`src/rtl/corr_intr_gen_pkg.sv`:
```
// Shared definitions for the correlator interrupt generator:
// FSM state encoding, period-code width and the code-to-epoch-mask mapping.
package corr_intr_gen_pkg;

    localparam int INTR_CODE_W = 3;
    localparam int MASK_W      = 7;

    typedef enum logic [1:0] {
        ST_DISABLED = 2'd0,
        ST_ARMED    = 2'd1,
        ST_PENDING  = 2'd2
    } intr_state_e;

    // Code c selects a period of 2^(c-1) epochs; the mask is that period minus one.
    function automatic logic [MASK_W-1:0] period_mask(input logic [INTR_CODE_W-1:0] code);
        logic [MASK_W-1:0] m;
        if (code == '0) begin
            m = '0;
        end else begin
            m = (MASK_W'(1) << (code - INTR_CODE_W'(1))) - MASK_W'(1);
        end
        return m;
    endfunction

endpackage

```
`src/rtl/corr_intr_gen_rise_detect.sv`:
```
// Purpose: registered single-bit rising-edge detector.
// Latency: rise is high for one cycle, the cycle after the level is first sampled high.
// Backpressure: none; free-running, every edge is reported.
module corr_intr_gen_rise_detect (
    input  logic dclk,
    input  logic reset_n,
    input  logic level,
    output logic rise
);

    logic level_q;

    always_ff @(posedge dclk or negedge reset_n) begin
        if (!reset_n) begin
            level_q <= 1'b0;
            rise    <= 1'b0;
        end else begin
            level_q <= level;
            rise    <= level & ~level_q;
        end
    end

endmodule

```
`src/rtl/corr_intr_gen.sv`:
```
// Purpose: decimate the epoch strobe by 2^(c-1) and raise a level irq with overrun tracking.
// Latency: epoch -> irq/irq_pulse 1 cycle; ack or read-done level rise -> effect 2 cycles.
// Backpressure: none; events arriving while irq is pending are counted as overruns.
module corr_intr_gen
    import corr_intr_gen_pkg::*;
#(
    parameter int MISS_W = 8,
    parameter int CNT_W  = 6
) (
    input  logic              dclk,
    input  logic              reset_n,
    input  logic              epoch,
    input  logic [3:0]        intr_cntl_sync,
    input  logic              intr_cntl_rd_en_sync,
    output logic              irq,
    output logic              irq_pulse,
    output logic              overrun,
    output logic [MISS_W-1:0] miss_cnt,
    output logic              busy
);

    logic [INTR_CODE_W-1:0] code;
    logic [INTR_CODE_W-1:0] code_q;
    logic [CNT_W-1:0]       mask;
    logic [CNT_W-1:0]       ep_cnt;
    logic [CNT_W-1:0]       ep_cnt_nxt;
    logic                   code_chg;
    logic                   fire;
    logic                   ack;
    logic                   rd;
    logic                   ovr_evt;

    intr_state_e            state;
    intr_state_e            state_nxt;
    logic                   irq_nxt;
    logic                   irq_pulse_nxt;
    logic                   overrun_nxt;
    logic [MISS_W-1:0]      miss_cnt_nxt;

    assign code     = intr_cntl_sync[INTR_CODE_W-1:0];
    assign code_chg = (code != code_q);
    assign mask     = CNT_W'(period_mask(code));
    assign busy     = (state != ST_DISABLED);

    corr_intr_gen_rise_detect u_ack_edge (
        .dclk    (dclk),
        .reset_n (reset_n),
        .level   (intr_cntl_sync[3]),
        .rise    (ack)
    );

    corr_intr_gen_rise_detect u_rd_edge (
        .dclk    (dclk),
        .reset_n (reset_n),
        .level   (intr_cntl_rd_en_sync),
        .rise    (rd)
    );

    // A code change restarts the period from zero and drops the epoch of that cycle.
    always_comb begin
        ep_cnt_nxt = ep_cnt;
        fire       = 1'b0;
        if (code_chg || (state == ST_DISABLED)) begin
            ep_cnt_nxt = '0;
        end else if (epoch) begin
            if (ep_cnt == mask) begin
                ep_cnt_nxt = '0;
                fire       = 1'b1;
            end else begin
                ep_cnt_nxt = ep_cnt + CNT_W'(1);
            end
        end
    end

    always_comb begin
        state_nxt     = state;
        irq_nxt       = irq;
        irq_pulse_nxt = 1'b0;
        overrun_nxt   = overrun;
        miss_cnt_nxt  = miss_cnt;
        ovr_evt       = 1'b0;

        if (code_chg) begin
            state_nxt = (code == '0) ? ST_DISABLED : ST_ARMED;
            irq_nxt   = 1'b0;
        end else begin
            case (state)
                ST_DISABLED: begin
                    irq_nxt = 1'b0;
                end
                ST_ARMED: begin
                    if (fire) begin
                        irq_nxt       = 1'b1;
                        irq_pulse_nxt = 1'b1;
                        state_nxt     = ST_PENDING;
                    end
                end
                ST_PENDING: begin
                    // A simultaneous ack is consumed by the new event, so it is not an overrun.
                    if (fire) begin
                        irq_pulse_nxt = 1'b1;
                        ovr_evt       = ~ack;
                    end else if (ack) begin
                        irq_nxt   = 1'b0;
                        state_nxt = ST_ARMED;
                    end
                end
                default: begin
                    irq_nxt   = 1'b0;
                    state_nxt = ST_DISABLED;
                end
            endcase
        end

        if (rd) begin
            overrun_nxt  = 1'b0;
            miss_cnt_nxt = '0;
        end
        if (ovr_evt) begin
            overrun_nxt = 1'b1;
            if (rd) begin
                miss_cnt_nxt = MISS_W'(1);
            end else if (miss_cnt != {MISS_W{1'b1}}) begin
                miss_cnt_nxt = miss_cnt + MISS_W'(1);
            end
        end
    end

    always_ff @(posedge dclk or negedge reset_n) begin
        if (!reset_n) begin
            state <= ST_DISABLED;
        end else begin
            state <= state_nxt;
        end
    end

    always_ff @(posedge dclk or negedge reset_n) begin
        if (!reset_n) begin
            code_q    <= '0;
            ep_cnt    <= '0;
            irq       <= 1'b0;
            irq_pulse <= 1'b0;
            overrun   <= 1'b0;
            miss_cnt  <= '0;
        end else begin
            code_q    <= code;
            ep_cnt    <= ep_cnt_nxt;
            irq       <= irq_nxt;
            irq_pulse <= irq_pulse_nxt;
            overrun   <= overrun_nxt;
            miss_cnt  <= miss_cnt_nxt;
        end
    end

endmodule

```
`config.mk`:
```
export PLATFORM = sky130hd
export DESIGN_NAME = corr_intr_gen
export DESIGN_NICKNAME = d
export VERILOG_FILES = /design/src/rtl/corr_intr_gen_pkg.sv /design/src/rtl/corr_intr_gen_rise_detect.sv /design/src/rtl/corr_intr_gen.sv
export SDC_FILE = /design/constraint.sdc
export NUM_CORES = 1
export LEC_CHECK = 0
export ABC_AREA = 1
export BUFFER_PORTS_ARGS = -buffer_cell sky130_fd_sc_hd__buf_2
export CAP_MARGIN = 5
export CORE_MARGIN = 2
export CORE_UTILIZATION = 52
export DETAILED_ROUTE_END_ITERATION = 8
export GPL_ROUTABILITY_DRIVEN = 0
export PLACE_DENSITY = 0.79
export SYNTH_ARGS = -nofsm -noshare
export SYNTH_HDL_FRONTEND = slang
export SYNTH_SLANG_ARGS = --single-unit
```
`constraint.sdc`:
```
create_clock -name dclk -period 1.64 [get_ports dclk]
set_input_delay 0.082 -clock dclk [delete_from_list [all_inputs] [get_ports dclk]]
set_output_delay 0.082 -clock dclk [all_outputs]
set_load 0.01 [all_outputs]
```
==> results.sh, run 1 <==
export IMPL_status="complete, no violations"
export IMPL_dp_slack_ns=-0.194
export IMPL_cts_tree="built"
export IMPL_async_flop_share_pct=100
export IMPL_finish_net_count=299
export IMPL_area_growth_pct=23.1
export IMPL_worst_ep_arrival_time_ns=1.85
export IMPL_crit_path_start_kind="flop"
export IMPL_synth_top_cell_by_area="dfrtp_1"
export IMPL_syn_mean_instance_area_um2=7.48
export IMPL_vias=1683
export IMPL_peakVddDrop_mv=0.382
export IMPL_num_antenna_cells=0
export IMPL_endpoint_kind="flop"
export IMPL_dp_cells=319
export IMPL_yosys_warnings=0
export IMPL_die_w_um=62.6
export IMPL_power_leakage_nw=1.18
export IMPL_grt_usage_pct=20.8
export IMPL_grt_max_degree=27
export IMPL_grt_pass1_vias=1643
export IMPL_clkSinkCount=26
export IMPL_synth_top_area_share_pct=36.4
export IMPL_ios=20
export IMPL_synth_edff_count=0
export IMPL_h_tree_depth=1
export IMPL_synth_nets=254
export IMPL_path_max_fanout=6
export IMPL_slew_headroom_pct=60.9
export IMPL_placed_area_um2=2050
export IMPL_clkLatencyLatePin_ns=0.33
export IMPL_drtAntennaViolNets=0
export IMPL_fin_ws_ns=0.0248
export IMPL_portBuffers=19
export IMPL_syn_area_um2=1790
export IMPL_max_freq_ghz=0.619
export IMPL_initialDrtViolationCount=76
export IMPL_wl_per_cell_um=11.6
export IMPL_fin_hold_ws_ns=0.0571
export IMPL_cts_root_buf="clkbuf_4"
export IMPL_remaining_drc_errors=0
export IMPL_synth_area_top_cells="dfrtp_1 (36%), nand2_1 (10%), inv_1 (8.0%)"
export IMPL_fin_crit_sh_pct=98.5
export IMPL_synth_seq_cells=26
export IMPL_worst_pin_slew_ns=0.586
export IMPL_clockBufferDepth=2
export IMPL_antenna_found_initial=0
export IMPL_skew_ns=0.00570
export IMPL_synthDistinctLibCells=30
export IMPL_drive_gt1_share_pct=29.7
export IMPL_crit_type="reg2reg"
export IMPL_slew_viol_final=0
export IMPL_maxCapViolCount=0
export IMPL_fp_dieH_um=62.6
export IMPL_grt_pass1_wl_um=6630
export IMPL_avgViaCountPerCell=5.12
export IMPL_finalCriticalPeriod_ns=1.62
export IMPL_die_area_um2=3920
export IMPL_hold_viol=0
export IMPL_clk_pin_slew_ns=0.14
export IMPL_synth_ff_type="dfrtp_1"
export IMPL_core_area_um2=3310
export IMPL_start_util_pct=54.0
export IMPL_drt_pass1_iter_count=4
export IMPL_wirelength_um=3830
export IMPL_grt_overflow=0
export IMPL_path_cells="xnor2_2 -> nand3_2 -> nor2_4 -> inv_2 -> nor2_8 -> nand3_4 -> inv_2 -> nand3_1 -> o21ai_1 -> inv_1"
export IMPL_hp_class="in2reg"
export IMPL_fin_area_um2=2200
export IMPL_synthCells=239
export IMPL_rsz0062_at_grt="yes"
export IMPL_layoutNonFillerInstCount=329
export IMPL_dpl_hpwl_um=2980
export IMPL_cts_buffers=3
export IMPL_powerDensity_nw_per_um2=573
export IMPL_slowest_stage="dfrtp_1"
export IMPL_setup_viol=0
export IMPL_cpMostUsedCell="inv_2"
export IMPL_ys_seq_area_share_pct=36.4
export IMPL_rows=21
export IMPL_worst_ep_required_time_ns=1.88
export IMPL_slowest_delay_ns=0.42
-- report_power, final --
| group | switching, mW | internal, mW | leakage, nW |
|---|---|---|---|
| combinational | 0.152 | 0.105 | 0.817 |
| sequential | 0.0142 | 0.659 | 0.346 |
| clock | 0.194 | 0.136 | 0.0210 |
| total | 0.361 | 0.900 | 1.18 |
-- layout make-up --
class / instances / area, um2
multi-input cells: 164 / 997
repair buffers: 43 / 287
inverters: 46 / 173
fillers: 311 / 1110
clock buffers: 4 / 36.3
flip-flops and latches: 26 / 651
well taps: 46 / 57.6
-- through the flow --
step | setup TNS [ns] | utilization, % | power, mW
after global routing | -0.724 | 66.5 | 1.33
final | 0 | 66.5 | 1.26
after global placement | -1.01 | 61.9 | 0.926
after detailed placement | -2.00 | 61.9 | 0.929
after floorplan | 0 | - | 0.850
after CTS | 0 | 63.9 | 1.26
-- final timing paths --
kind	slack (ns)	endpoint	start	cells after the start
worst max-delay path	0.02	miss_cnt[0]	code_q[0]	10
worst min-delay path	0.06	code_q[2]	intr_cntl_sync[2]	2
worst max register to register	0.02	miss_cnt[0]	code_q[0]	10
worst min register to register	0.42	u_ack_edge.rise	u_ack_edge.level_q	1
max in group asynchronous	0.99	state[0]	reset_n	2
min in group asynchronous	0.26	ep_cnt[3]	reset_n	2
-- metal layers --
layer / vias to the layer above / wire (um) / global-route usage [%] / part of all wire, %
met5: - / 0 / 0 / 0
met4: 0 / 44 / 6.94 / 1.1
met3: 5 / 136 / 2.88 / 3.6
met2: 38 / 1840 / 35.3 / 48
met1: 791 / 1810 / 27.5 / 47
li1: 849 / - / - / -
-- state kept, by name, indices dropped and copies added, names as in the netlist --
| register | flops |
|---|---|
| ep_cnt | 6 |
| miss_cnt | 8 |
| overrun | 1 |
| u_rd_edge.rise | 1 |
| code_q | 3 |
| u_rd_edge.level_q | 1 |
| state | 2 |
| u_ack_edge.level_q | 1 |
| u_ack_edge.rise | 1 |
| irq | 1 |
| irq_pulse | 1 |
-- synthesized netlist by cell type (all sizes together) (3+ instances only) --
master / count
inv: 45
o21ai: 13
xnor2: 5
dfrtp: 26
nand2: 54
a21oi: 6
nor3: 3
xor2: 4
nand4: 9
nor2: 27
nand3: 28
o22ai: 4
ha: 7
buf: 3
-- placed cells by master (no fill, tap or decap), types with 2 or more instances in the layout --
master,instances
dlygate4sd3_1,3
nor2_2,4
o21ai_1,6
nand3_2,2
inv_1,34
ha_2,2
a21oi_1,5
inv_2,11
nor2_4,5
xnor2_1,2
buf_4,20
dfrtp_1,26
nand2_1,48
o22ai_1,3
nor2_1,17
nand3_1,25
nand2_2,5
xor2_1,4
xnor2_2,3
buf_2,19
clkbuf_4,3
nand4_1,8
ha_1,5
o21ai_0,7
-- worst max-delay path: cells and delay by family (launching register included) --
| kind | cells | cell delay (ns) |
|---|---|---|
| compound gates | 1 | 0.09 |
| xor+xnor | 1 | 0.15 |
| simple gates | 5 | 0.64 |
| buf+inv | 3 | 0.22 |
| flops | 1 | 0.42 |
-- timing repair --
action                                 in CTS  in global routing
hold buffers                                3                  0
endpoints found under the hold margin      30                  0
resized for setup                           0                 20
setup buffers                               0                  3
setup endpoints to repair                   0                 16
-- cells by family (layout without fill, tap and decap cells) --
group	count (synthesis)	after routing	share of synthesized area, %
AND/OR/NAND/NOR	122	122	34.4
adder cells (fa/ha/maj)	7	7	4.90
buffers and inverters	49	93	11.5
XOR/XNOR	9	9	4.83
flip-flops	26	26	36.4
AO/OA/AOI/OAI	26	26	7.91
No activity file was read; power rests on OpenSTA's default activity.
==> run 2, diff against run 1 <==
--- a/config.mk
+++ b/config.mk
@@ -8,6 +8,7 @@
 export ABC_AREA = 1
 export BUFFER_PORTS_ARGS = -buffer_cell sky130_fd_sc_hd__buf_2
 export CAP_MARGIN = 5
+export CORE_ASPECT_RATIO = 1.75
 export CORE_MARGIN = 2
 export CORE_UTILIZATION = 52
 export DETAILED_ROUTE_END_ITERATION = 8
==> results.sh, run 2 (synthesis gave the netlist of run 1 again) <==
export IMPL_clock_power_share_pct=35.2
export IMPL_hp_class="in2reg"
export IMPL_start_util_pct=53.7
export IMPL_fin_crit_sh_pct=100
export IMPL_dp_slack_ns=-0.161
export IMPL_vias=1788
export IMPL_drtAntennaViolNets=0
export IMPL_crit_type="reg2reg"
export IMPL_fin_ws_ns=-0.000255
export IMPL_antenna_found_initial=0
export IMPL_grt_pass1_wl_um=7090
export IMPL_clkLatencyLatePin_ns=0.27
export IMPL_finish_net_count=308
export IMPL_setup_viol=1
export IMPL_fin_area_um2=2360
export IMPL_power_leakage_nw=1.24
export IMPL_slew_viol_final=0
export IMPL_violations="setup timing"
export IMPL_reg_largest_list="miss_cnt (8), ep_cnt (6), code_q (3)"
export IMPL_maxCapViolCount=0
export IMPL_largest_reg_flops=8
export IMPL_dp_cells=319
export IMPL_grt_pass1_vias=1664
export IMPL_worst_ep_arrival_time_ns=1.81
export IMPL_powerDensity_nw_per_um2=646
export IMPL_clkSinkCount=26
export IMPL_grt_max_degree=27
export IMPL_layout_common_cells="nand2_1 (44), inv_1 (31), buf_4 (30)"
export IMPL_peakVddDrop_mv=0.505
export IMPL_hold_viol=0
export IMPL_area_growth_pct=32.1
export IMPL_rows=28
export IMPL_swShare_pct=27.0
export IMPL_status="complete, but fails checks"
export IMPL_finalCriticalPeriod_ns=1.64
export IMPL_rsz0062_at_grt="yes"
export IMPL_switchingPower_uw=412
export IMPL_clk_pin_slew_ns=0.09
export IMPL_remaining_drc_errors=0
export IMPL_dpl_hpwl_um=3130
export IMPL_core_area_um2=3330
export IMPL_p_int_mw=1.11
export IMPL_portBuffers=19
export IMPL_grt_usage_pct=22.7
export IMPL_crit_path_start_kind="flop"
export IMPL_nFillCells=254
export IMPL_seqPwrFrac_pct=44.2
export IMPL_fp_dieH_um=81.6
export IMPL_cts_buffers=3
export IMPL_regMostFlops="miss_cnt"
export IMPL_path_max_fanout=4
export IMPL_num_antenna_cells=0
export IMPL_cts_tree="built"
export IMPL_worst_pin_slew_ns=0.590
export IMPL_combPwrFrac_pct=20.6
export IMPL_drive_gt1_share_pct=36.6
export IMPL_layoutNonFillerInstCount=337
export IMPL_h_tree_depth=1
export IMPL_wl_per_cell_um=13.3
export IMPL_finalPower_mw=1.52
export IMPL_wirelength_um=4500
export IMPL_placed_area_um2=2060
export IMPL_endpoint_kind="flop"
export IMPL_clockBufferDepth=2
export IMPL_max_freq_ghz=0.610
export IMPL_cts_root_buf="clkbuf_8"
export IMPL_grt_overflow=0
export IMPL_skew_ns=0.00366
export IMPL_die_w_um=48.3
export IMPL_worst_ep_required_time_ns=1.81
export IMPL_ios=20
export IMPL_drt_pass1_iter_count=5
export IMPL_avgViaCountPerCell=5.31
export IMPL_initialDrtViolationCount=69
export IMPL_slew_headroom_pct=60.6
export IMPL_final_common_cell="nand2_1"
export IMPL_die_area_um2=3940
## run 2: cell count changes in the layout (fill, tap and decap cells not counted), moves of 2 or more
cell / delta
inv_1: -3
nand3_2: +4
nor2_4: +3
nand2_1: -4
nor2_1: -2
nand3_1: -4
buf_4: +10
nand2_2: +4
clkbuf_4: -3
inv_2: +3
clkbuf_8: +2
## run 2: path summary, 6_finish.rpt
| kind | startpoint | end | slack, ns | cells past startpoint |
|---|---|---|---|---|
| worst max register to register | code_q[0] | state[1] | -0.0003 | 10 |
| max in group asynchronous | reset_n | ep_cnt[4] | 0.88 | 2 |
| worst min register to register | u_ack_edge.level_q | u_ack_edge.rise | 0.40 | 1 |
| worst max-delay path | code_q[0] | state[1] | -0.0003 | 10 |
| min in group asynchronous | reset_n | miss_cnt[3] | 0.33 | 2 |
| worst min-delay path | intr_cntl_sync[0] | code_q[0] | 0.08 | 2 |
## run 2: power groups by stage
stage / Combinational (mW) / Clock (mW) / Sequential (mW)
after floorplan: 0.165 / 0 / 0.684
after global placement: 0.251 / 0 / 0.684
after detailed placement: 0.254 / 0 / 0.684
after CTS: 0.261 / 0.544 / 0.672
after global routing: 0.347 / 0.572 / 0.676
final: 0.315 / 0.537 / 0.674
## run 2: area by class of cell
class	instances	area [um2]	area share, %
flip-flops and latches	26	652	27.6
repair buffers	52	350	14.8
well taps	45	56.3	2.38
clock buffers	3	41.3	1.75
multi-input cells	164	1060	44.9
clock inverters	1	30.0	1.27
inverters	46	173	7.31
## run 2: worst max-delay path, stage by stage (launching register included)
cell and delay [ns]:
dfrtp_1 0.40, xnor2_2 0.14, nand3_2 0.15, nor2_4 0.18, inv_2 0.10, nor2_8 0.12, inv_2 0.07, nor2_4 0.10
a21oi_1 0.09, nand3_1 0.12, nand2_1 0.07
## run 2: through the flow
| stage | utilization (%) | TNS (ns) | hold WS (ns) |
|---|---|---|---|
| 5_1_grt | 71.0 | -0.679 | 0.0792 |
| 6_report | 71.0 | -0.000255 | 0.0833 |
| 2_1_floorplan | - | 0 | -0.214 |
| 3_5_place_dp | 61.8 | -1.82 | 0.120 |
| 3_3_place_gp | 61.8 | -1.92 | 0.111 |
| 4_1_cts | 64.8 | 0 | 0.0750 |
## run 2: what timing repair did
action | CTS | global route
endpoints found under the hold margin | 28 | 0
buffers inserted | 0 | 11
setup endpoints to repair | 0 | 11
hold buffers | 3 | 0
resized for setup | 0 | 39
## run 2: layer usage
metal / global-route usage (%) / vias to the layer above / part of all wire (%)
li1: - / 873 / -
met1: 23.4 / 845 / 36
met2: 45.4 / 54 / 57
met3: 2.73 / 16 / 3.4
met4: 10.0 / 0 / 3.3
met5: 0 / - / 0
